### config.mk
export PLATFORM = sky130hd
export DESIGN_NAME = mmio_uart_tx
export DESIGN_NICKNAME = d
export VERILOG_FILES = /design/src/rtl/mmio_uart_tx.sv
export SDC_FILE = /design/constraint.sdc
export NUM_CORES = 1
export LEC_CHECK = 0
export ABC_AREA = 1
export CORE_MARGIN = 2
export CORE_UTILIZATION = 55
export DETAILED_ROUTE_END_ITERATION = 8
export PLACE_DENSITY = 0.92
export REMOVE_ABC_BUFFERS = 1
export SLEW_MARGIN = 30
export SYNTH_ARGS = -nofsm -noshare
export SYNTH_HDL_FRONTEND = slang
export SYNTH_SLANG_ARGS = --single-unit
### constraint.sdc
create_clock -name clock -period 3.7 [get_ports clock]
set_clock_uncertainty 0.05 [all_clocks]
set_input_delay 0.555 -clock clock [delete_from_list [all_inputs] [get_ports clock]]
set_output_delay 0.555 -clock clock [all_outputs]
set_load 0.05 [all_outputs]
### src/rtl/mmio_uart_tx.sv
// Memory-mapped 8N1 serial transmitter: store window feeds a byte FIFO drained by a bit-serial engine.
// Define UART_TX_PARITY_EN to add an even-parity bit to every frame (STATUS bit4 then reads 1).
module mmio_uart_tx #(
  parameter int               WIDTH      = 16,
  parameter logic [WIDTH-1:0] BASEADDR   = 16'hFF00,
  parameter int               DEPTH      = 4,
  parameter int               CLKSPERBIT = 16
) (
  input  logic             clock,
  input  logic             reset,
  input  logic [WIDTH-1:0] address,
  input  logic [WIDTH-1:0] writeData,
  input  logic             writeEnable,
  output logic             hit,
  output logic [WIDTH-1:0] readData,
  output logic             tx,
  output logic             txBusy
);

  localparam int AW = (DEPTH > 1) ? $clog2(DEPTH) : 1;
  localparam int CW = $clog2(DEPTH + 1);
  localparam int TW = $clog2(CLKSPERBIT);
  localparam logic [TW-1:0] TLOAD = TW'(CLKSPERBIT - 1);

  typedef enum logic [2:0] {IDLE, START, DATA, PARITY, STOP} state_t;

  state_t          state, nextState;
  logic [TW-1:0]   timer, nextTimer;
  logic [2:0]      bitIdx, nextBitIdx;
  logic [7:0]      txByte;
  logic            txNext, pop;

  logic [7:0]      mem [DEPTH];
  logic [AW-1:0]   rdPtr, wrPtr;
  logic [CW-1:0]   count;
  logic            overflow, enable;

  logic [WIDTH-1:0] offset;
  logic            full, empty, push, pushOk, wrStatus, wrControl;
  logic            unusedBits;

  assign offset    = address - BASEADDR;
  assign hit       = offset < WIDTH'(3);
  assign push      = writeEnable && hit && (offset[1:0] == 2'd0);
  assign wrStatus  = writeEnable && hit && (offset[1:0] == 2'd1);
  assign wrControl = writeEnable && hit && (offset[1:0] == 2'd2);
  assign full      = (count == CW'(DEPTH));
  assign empty     = (count == '0);
  // A push into a full FIFO still lands when the engine pops on the same edge.
  assign pushOk    = push && (!full || pop);
  assign unusedBits = ^writeData[WIDTH-1:8];

  always_ff @(posedge clock) begin
    if (pushOk) mem[wrPtr] <= writeData[7:0];
  end

  always_ff @(posedge clock or posedge reset) begin
    if (reset) begin
      rdPtr    <= '0;
      wrPtr    <= '0;
      count    <= '0;
      overflow <= 1'b0;
      enable   <= 1'b1;
    end else begin
      if (pushOk) wrPtr <= wrPtr + AW'(1);
      if (pop)    rdPtr <= rdPtr + AW'(1);
      if (pushOk && !pop)      count <= count + CW'(1);
      else if (!pushOk && pop) count <= count - CW'(1);
      if (wrStatus)                   overflow <= 1'b0;
      else if (push && full && !pop)  overflow <= 1'b1;
      if (wrControl) enable <= writeData[0];
    end
  end

  // Engine state register; tx is registered from the next-state decode.
  always_ff @(posedge clock or posedge reset) begin
    if (reset) begin
      state  <= IDLE;
      timer  <= '0;
      bitIdx <= '0;
      txByte <= '0;
      tx     <= 1'b1;
    end else begin
      state  <= nextState;
      timer  <= nextTimer;
      bitIdx <= nextBitIdx;
      tx     <= txNext;
      if (pop) txByte <= mem[rdPtr];
    end
  end

  always_comb begin
    nextState  = state;
    nextTimer  = (timer != '0) ? timer - TW'(1) : timer;
    nextBitIdx = bitIdx;
    pop        = 1'b0;
    case (state)
      IDLE: if (enable && !empty) begin
        pop = 1'b1; nextState = START; nextTimer = TLOAD;
      end
      START: if (timer == '0) begin
        nextState = DATA; nextBitIdx = '0; nextTimer = TLOAD;
      end
      DATA: if (timer == '0) begin
        nextTimer = TLOAD;
        if (bitIdx == 3'd7) begin
`ifdef UART_TX_PARITY_EN
          nextState = PARITY;
`else
          nextState = STOP;
`endif
        end else begin
          nextBitIdx = bitIdx + 3'd1;
        end
      end
`ifdef UART_TX_PARITY_EN
      PARITY: if (timer == '0) begin
        nextState = STOP; nextTimer = TLOAD;
      end
`endif
      STOP: if (timer == '0) begin
        if (enable && !empty) begin
          pop = 1'b1; nextState = START; nextTimer = TLOAD;
        end else begin
          nextState = IDLE;
        end
      end
      default: nextState = IDLE;
    endcase
  end

  always_comb begin
    txNext = 1'b1;
    txBusy = !empty || (state != IDLE);
    case (nextState)
      START:  txNext = 1'b0;
      DATA:   txNext = txByte[nextBitIdx];
`ifdef UART_TX_PARITY_EN
      PARITY: txNext = ^txByte;
`endif
      default: txNext = 1'b1;
    endcase
  end

  always_comb begin
    readData = '0;
    if (hit) begin
      case (offset[1:0])
        2'd1: begin
          readData[0]    = full;
          readData[1]    = empty;
          readData[2]    = (state != IDLE);
          readData[3]    = overflow;
`ifdef UART_TX_PARITY_EN
          readData[4]    = 1'b1;
`endif
          readData[15:8] = 8'(count);
        end
        2'd2:    readData[0] = enable;
        default: readData = '0;
      endcase
    end
  end

endmodule

; Yosys cells after proc, flatten, opt, wreduce, memory -nomap -nowiden
; Memories as Yosys holds them, arrays and structs flattened. A register that Yosys moved wholly into a read port is not among the register bits.
; Index checks and enable logic that the tools add are counted.
[op_classes]
add_sub_neg = 7
magnitude_cmp = 2
n_eq_ne = 9
muxes = 32
reduce_logical = 25
[op_table]
columns = operator, count
row1 = two-way mux 3 bit, 12
row2 = < comparator 16 x 2 -> 1 bit (second input constant), 1
row3 = two-way mux 4 bit, 4
row4 = subtractor 16 bit (second input constant), 1
row5 = one-hot mux 3 bit (4 select lines), 1
row6 = one-hot mux 4 bit (3 select lines), 1
row7 = two-way mux 11 bit, 1
row8 = logical AND 1 bit, 10
row9 = equality test 3 bit (second input constant), 3
row10 = two-way mux 1 bit, 8
row11 = adder 3 x 1 -> 3 bit (second input constant), 2
row12 = equality test 3 x 1 -> 1 bit (second input constant), 2
row13 = equality test 3 x 2 -> 1 bit (second input constant), 2
row14 = zero test 3 bit, 2
row15 = one-hot mux 1 bit (2 select lines), 3
row16 = one-hot mux 3 bit (2 select lines), 1
row17 = adder 2 x 1 -> 2 bit (second input constant), 2
row18 = zero test 1 bit, 4
row19 = zero test 4 bit, 1
row20 = < comparator 3 x 4 -> 1 bit (second input constant), 1
row21 = nonzero test 2 bit, 2
row22 = nonzero test 4 bit, 1
row23 = subtractor 4 x 1 -> 4 bit (second input constant), 1
row24 = binary-select mux 1 bit (select 3 bit), 1
row25 = 7 further kinds, 8
[word_totals]
register_bits = 20
ram_bits = 32
inputBits = 35
output_inout_bits = 19
wordCells = 85
n_memories = 1
[memory_table]
columns = name, depth, width, read_ports, rd_ports_with_merged_regs, wr, line
row1 = mem, 4, 8, 1, 1, 1, 33  ; logic [7:0] mem [DEPTH];

; Depth between registers and ports, before layout
[logic_depth]
ltp_word = 12
depth_mapped = 16
depth_no_buf = 15

; Worst setup path after synthesis
; No wires, ideal clock.
[synth_path]
path_type = in2out
start = in address[0]
end = out readData[1]
arrival_ps = 3068
required_time_ps = 3095
setup_slack_ps = 27
path_stages = 6
n_path_buf = 0
path_cell_list = ha_1 nor3_1 nand2_1 inv_1 nand2_1 nor4_1
[synth_via]
word_cells_on_any_way = 5
cone_classes = add/sub (1) / order compare (1) / eq/ne (1) / mux (2)
[synth_rtl]
columns = item, line
row1 = from (decl), 11  ; input logic [WIDTH-1:0] address,
row2 = subtractor 16 bit, 42  ; assign offset = address - BASEADDR;
row3 = < comparator 16 x 2 -> 1 bit, 43  ; assign hit = offset < WIDTH'(3);
row4 = via hit, 14  ; output logic hit,
row5 = two-way mux 11 bit, 147  ; if (hit) begin
row6 = to (decl), 15  ; output logic [WIDTH-1:0] readData,
; The timed path passes the listed nets, and every way through them passes these cells.

; Worst setup path after layout
[layout_path]
start = in address[0]
end = out readData[0]
[layout_via]
elab_chain_len = 4
word_cells_on_any_way = 6
cone_classes = add/sub (1) / order compare (1) / eq/ne (2) / mux (2)
[layout_lines]
columns = item, line
row1 = subtractor 16 bit *, 42
row2 = "parallel branches: the longest is 2 deep, another holds < comparator 16 x 2 -> 1 bit", n/a
row3 = two-way mux 11 bit *, 147
; Every way passes the cells marked *.

==> results.toml <==
[setup_path]
cpLargestDelayFamily = "buffers and inverters"
critPathCaptureType = "output pin"
worstPathCellList = "clkdlybuf4s50_1, ha_1, nor3_1, nand2_1, inv_1, nand3_1, a21boi_0, clkdlybuf4s50_1"
arrival_ns = 2.81
cp_max_fo = 4
path_common_cell = "clkdlybuf4s50_1"
slowest_stage = "clkdlybuf4s50_1"
setup.worst_path.class = "in2out"
cp.required_ns = 3.09
path_buf_inv = 3
start_kind = "input port"
cpPeakStageDelay_ns = 0.84

[yosys]
synth_area_per_cell_sq_um = 9.599
synth_enable_flop_cells = 32
yosys-top-cells-area = "edfxtp_1 (31%), dfrtp_1 (21%), nor2_1 (8.1%)"
ys_seq_elements = 60
yosysTopAreaCell = "edfxtp_1"
synthCells = 320
synth-warning-count = 0
ys_seq_area_share_pct = 54.18
async_reset_ff_share_pct = 46.67
synth_top_area_share_pct = 31.28
synth_area_sq_um = 3072
synth_cell_types = 40
synth_top_flop_cell = "edfxtp_1"

[pwr]
pwr-share-comb_pct = 31.4
peakVddDrop_uv = 464.7
p_clk_share_pct = 27.2
seq_power_share_pct = 41.4
p_int_w = 0.001463
power.density_nw_per_um2 = 619.5
power_w = 0.002270
power_leakage_nw = 1.563
swShare_pct = 35.53
p_sw_w = 0.0008065

[drt]
vias = 2330
wl_per_cell_um = 13.56
dr.pass1.iters = 5
vias_per_cell = 5.308
drt-initial-drc-count = 87
wirelength_um = 5955
drc = 0
ant_nets = 0

[floorplanning]
core.rowCount = 27
die_area_sq_um = 6198
core_area_sq_um = 5439
die_h_um = 78.73
initial_utilization_pct = 56.48
ios = 54
die_x_um = 78.73

[clock_network]
cts_tree = "done"
cts_sinks = 60
clk_transition_reported_paths_ns = 0.06
clock_path_buffers = 2
numCtsBuffers = 9
post_cts_buffers = 0
cts_root_buf = "clkbuf_8"
cts_hold_buf = 0
h-tree-depth = 3
ctsResizeCount = 0
clkLatencyLatePin_ns = 0.34

[final_layout]
post-route-util_pct = 67.36
n_antenna_cell = 0
num-nets-final = 411
fin_area_sq_um = 3664
final_common_cell = "nor2_1"
layout_common_cells = "nor2_1 (66), nand2_1 (35), clkdlybuf4s50_1 (35), inv_1 (33), edfxtp_1 (32)"
fillers = 396
drive_gt1_share_pct = 11.44
synthToLayoutAreaGrowth_pct = 19.27

[grt]
overflow = 0
grt_pass1_vias = 2323
grt_antenna_before_repair = 0
grt_max_degree = 29
track_usage_pct = 21.48
grt_pass1_wl_um = 10140

[timing]
timing.final.max_slew_violations = 0
tns_ns = 0
slew_headroom_pct = 43.65
fin_crit_ns = 3.411
rsz0062_at_grt = "no"
holdWs_ns = 0.4811
fin_crit_sh_pct = 92.19
timing.fmax_mhz = 293.2
worst_slew_pin_slew_ns = 0.8422
finalSetupViolCount = 0
hold_viol = 0

[place]
hpwl_um = 4319
routabilityCongestion = 0.8323
io_buffers = 36
place_area_sq_um = 3458

[outcome]
status = "finished clean"

[min_path]
hp-class = "reg2reg"

[flow_run]
maxCapViolations = 0
-- power groups by stage --
stage               logic [W]  clock network (W)  registers (W)
finish               0.000713           0.000617       0.000940
global route         0.000824           0.000653       0.000959
CTS                  0.000720           0.000618       0.000941
detailed placement   0.000713                  0       0.000952
global placement     0.000672                  0       0.000946
floorplan            0.000542                  0       0.000927
-- sequential cells by signal, indices dropped and copies added (netlist names) --
register and flops:
bitIdx 3, count 3, enable 1, mem 32, overflow 1, rdPtr 2
state 3, timer 4, tx 1, txByte 8, wrPtr 2
-- per-layer routing --
metal	up-vias	wire length [um]	global-route usage [%]
met1	1126	2402	24.50
li1	1129	-	-
met5	-	0	0
met3	14	253	3.864
met4	0	142	11.23
met2	61	3156	38.38
-- through the flow --
stage	worst slack [ns]	std cells
floorplan	0.02741	313
global placement	0.3748	423
detailed placement	0.3087	423
CTS	0.3129	439
global route	0.1633	439
finish	0.2889	439
-- tightest hold or removal path, stage by stage, from the launching register on --
cell and delay (ns):
dfstp_2 0.37, inv_1 0.09, a21oi_1 0.07
-- area by class of cell --
type / instances / area (sq um) / share of cell area (%)
Inverter: 41 / 155.1 / 4.235
Timing Repair Buffer: 38 / 372.9 / 10.18
Tap cell: 72 / 90.09 / 2.459
Multi-Input combinational cell: 212 / 1176 / 32.10
Clock buffer: 9 / 123.9 / 3.381
Clock inverter: 7 / 81.33 / 2.220
Sequential cell: 60 / 1664 / 45.42
-- synth_stat cells (all sizes together) (3+ instances only) --
cell	number
edfxtp	32
inv	40
nand3	21
o21ai	22
nor2	66
dfrtp	26
nor3	3
xor2	3
ha	13
nand2	43
a31oi	10
a21oi	5
buf	13
-- cells by family after synthesis --
family,share of synthesized area [%]
buffers and inverters,8.513
and+or+nand+nor,20.77
DFF,54.17
AOI/OAI and AO/OA,9.043
other,0.1221
xor gates and xnor gates,1.426
adders and majority gates,5.947
-- path summary, 6_finish.rpt --
check / end / cells after the start / start / slack, ns
hold reg to reg: enable / 2 / enable / 0.48
hold / removal: enable / 2 / enable / 0.48
max in group asynchronous: tx / 2 / reset / 2.67
setup reg to reg: count[2] / 15 / timer[0] / 0.93
min in group asynchronous: timer[3] / 2 / reset / 0.55
setup / recovery: readData[0] / 8 / address[0] / 0.29
No activity file was read; power rests on OpenSTA's default activity.
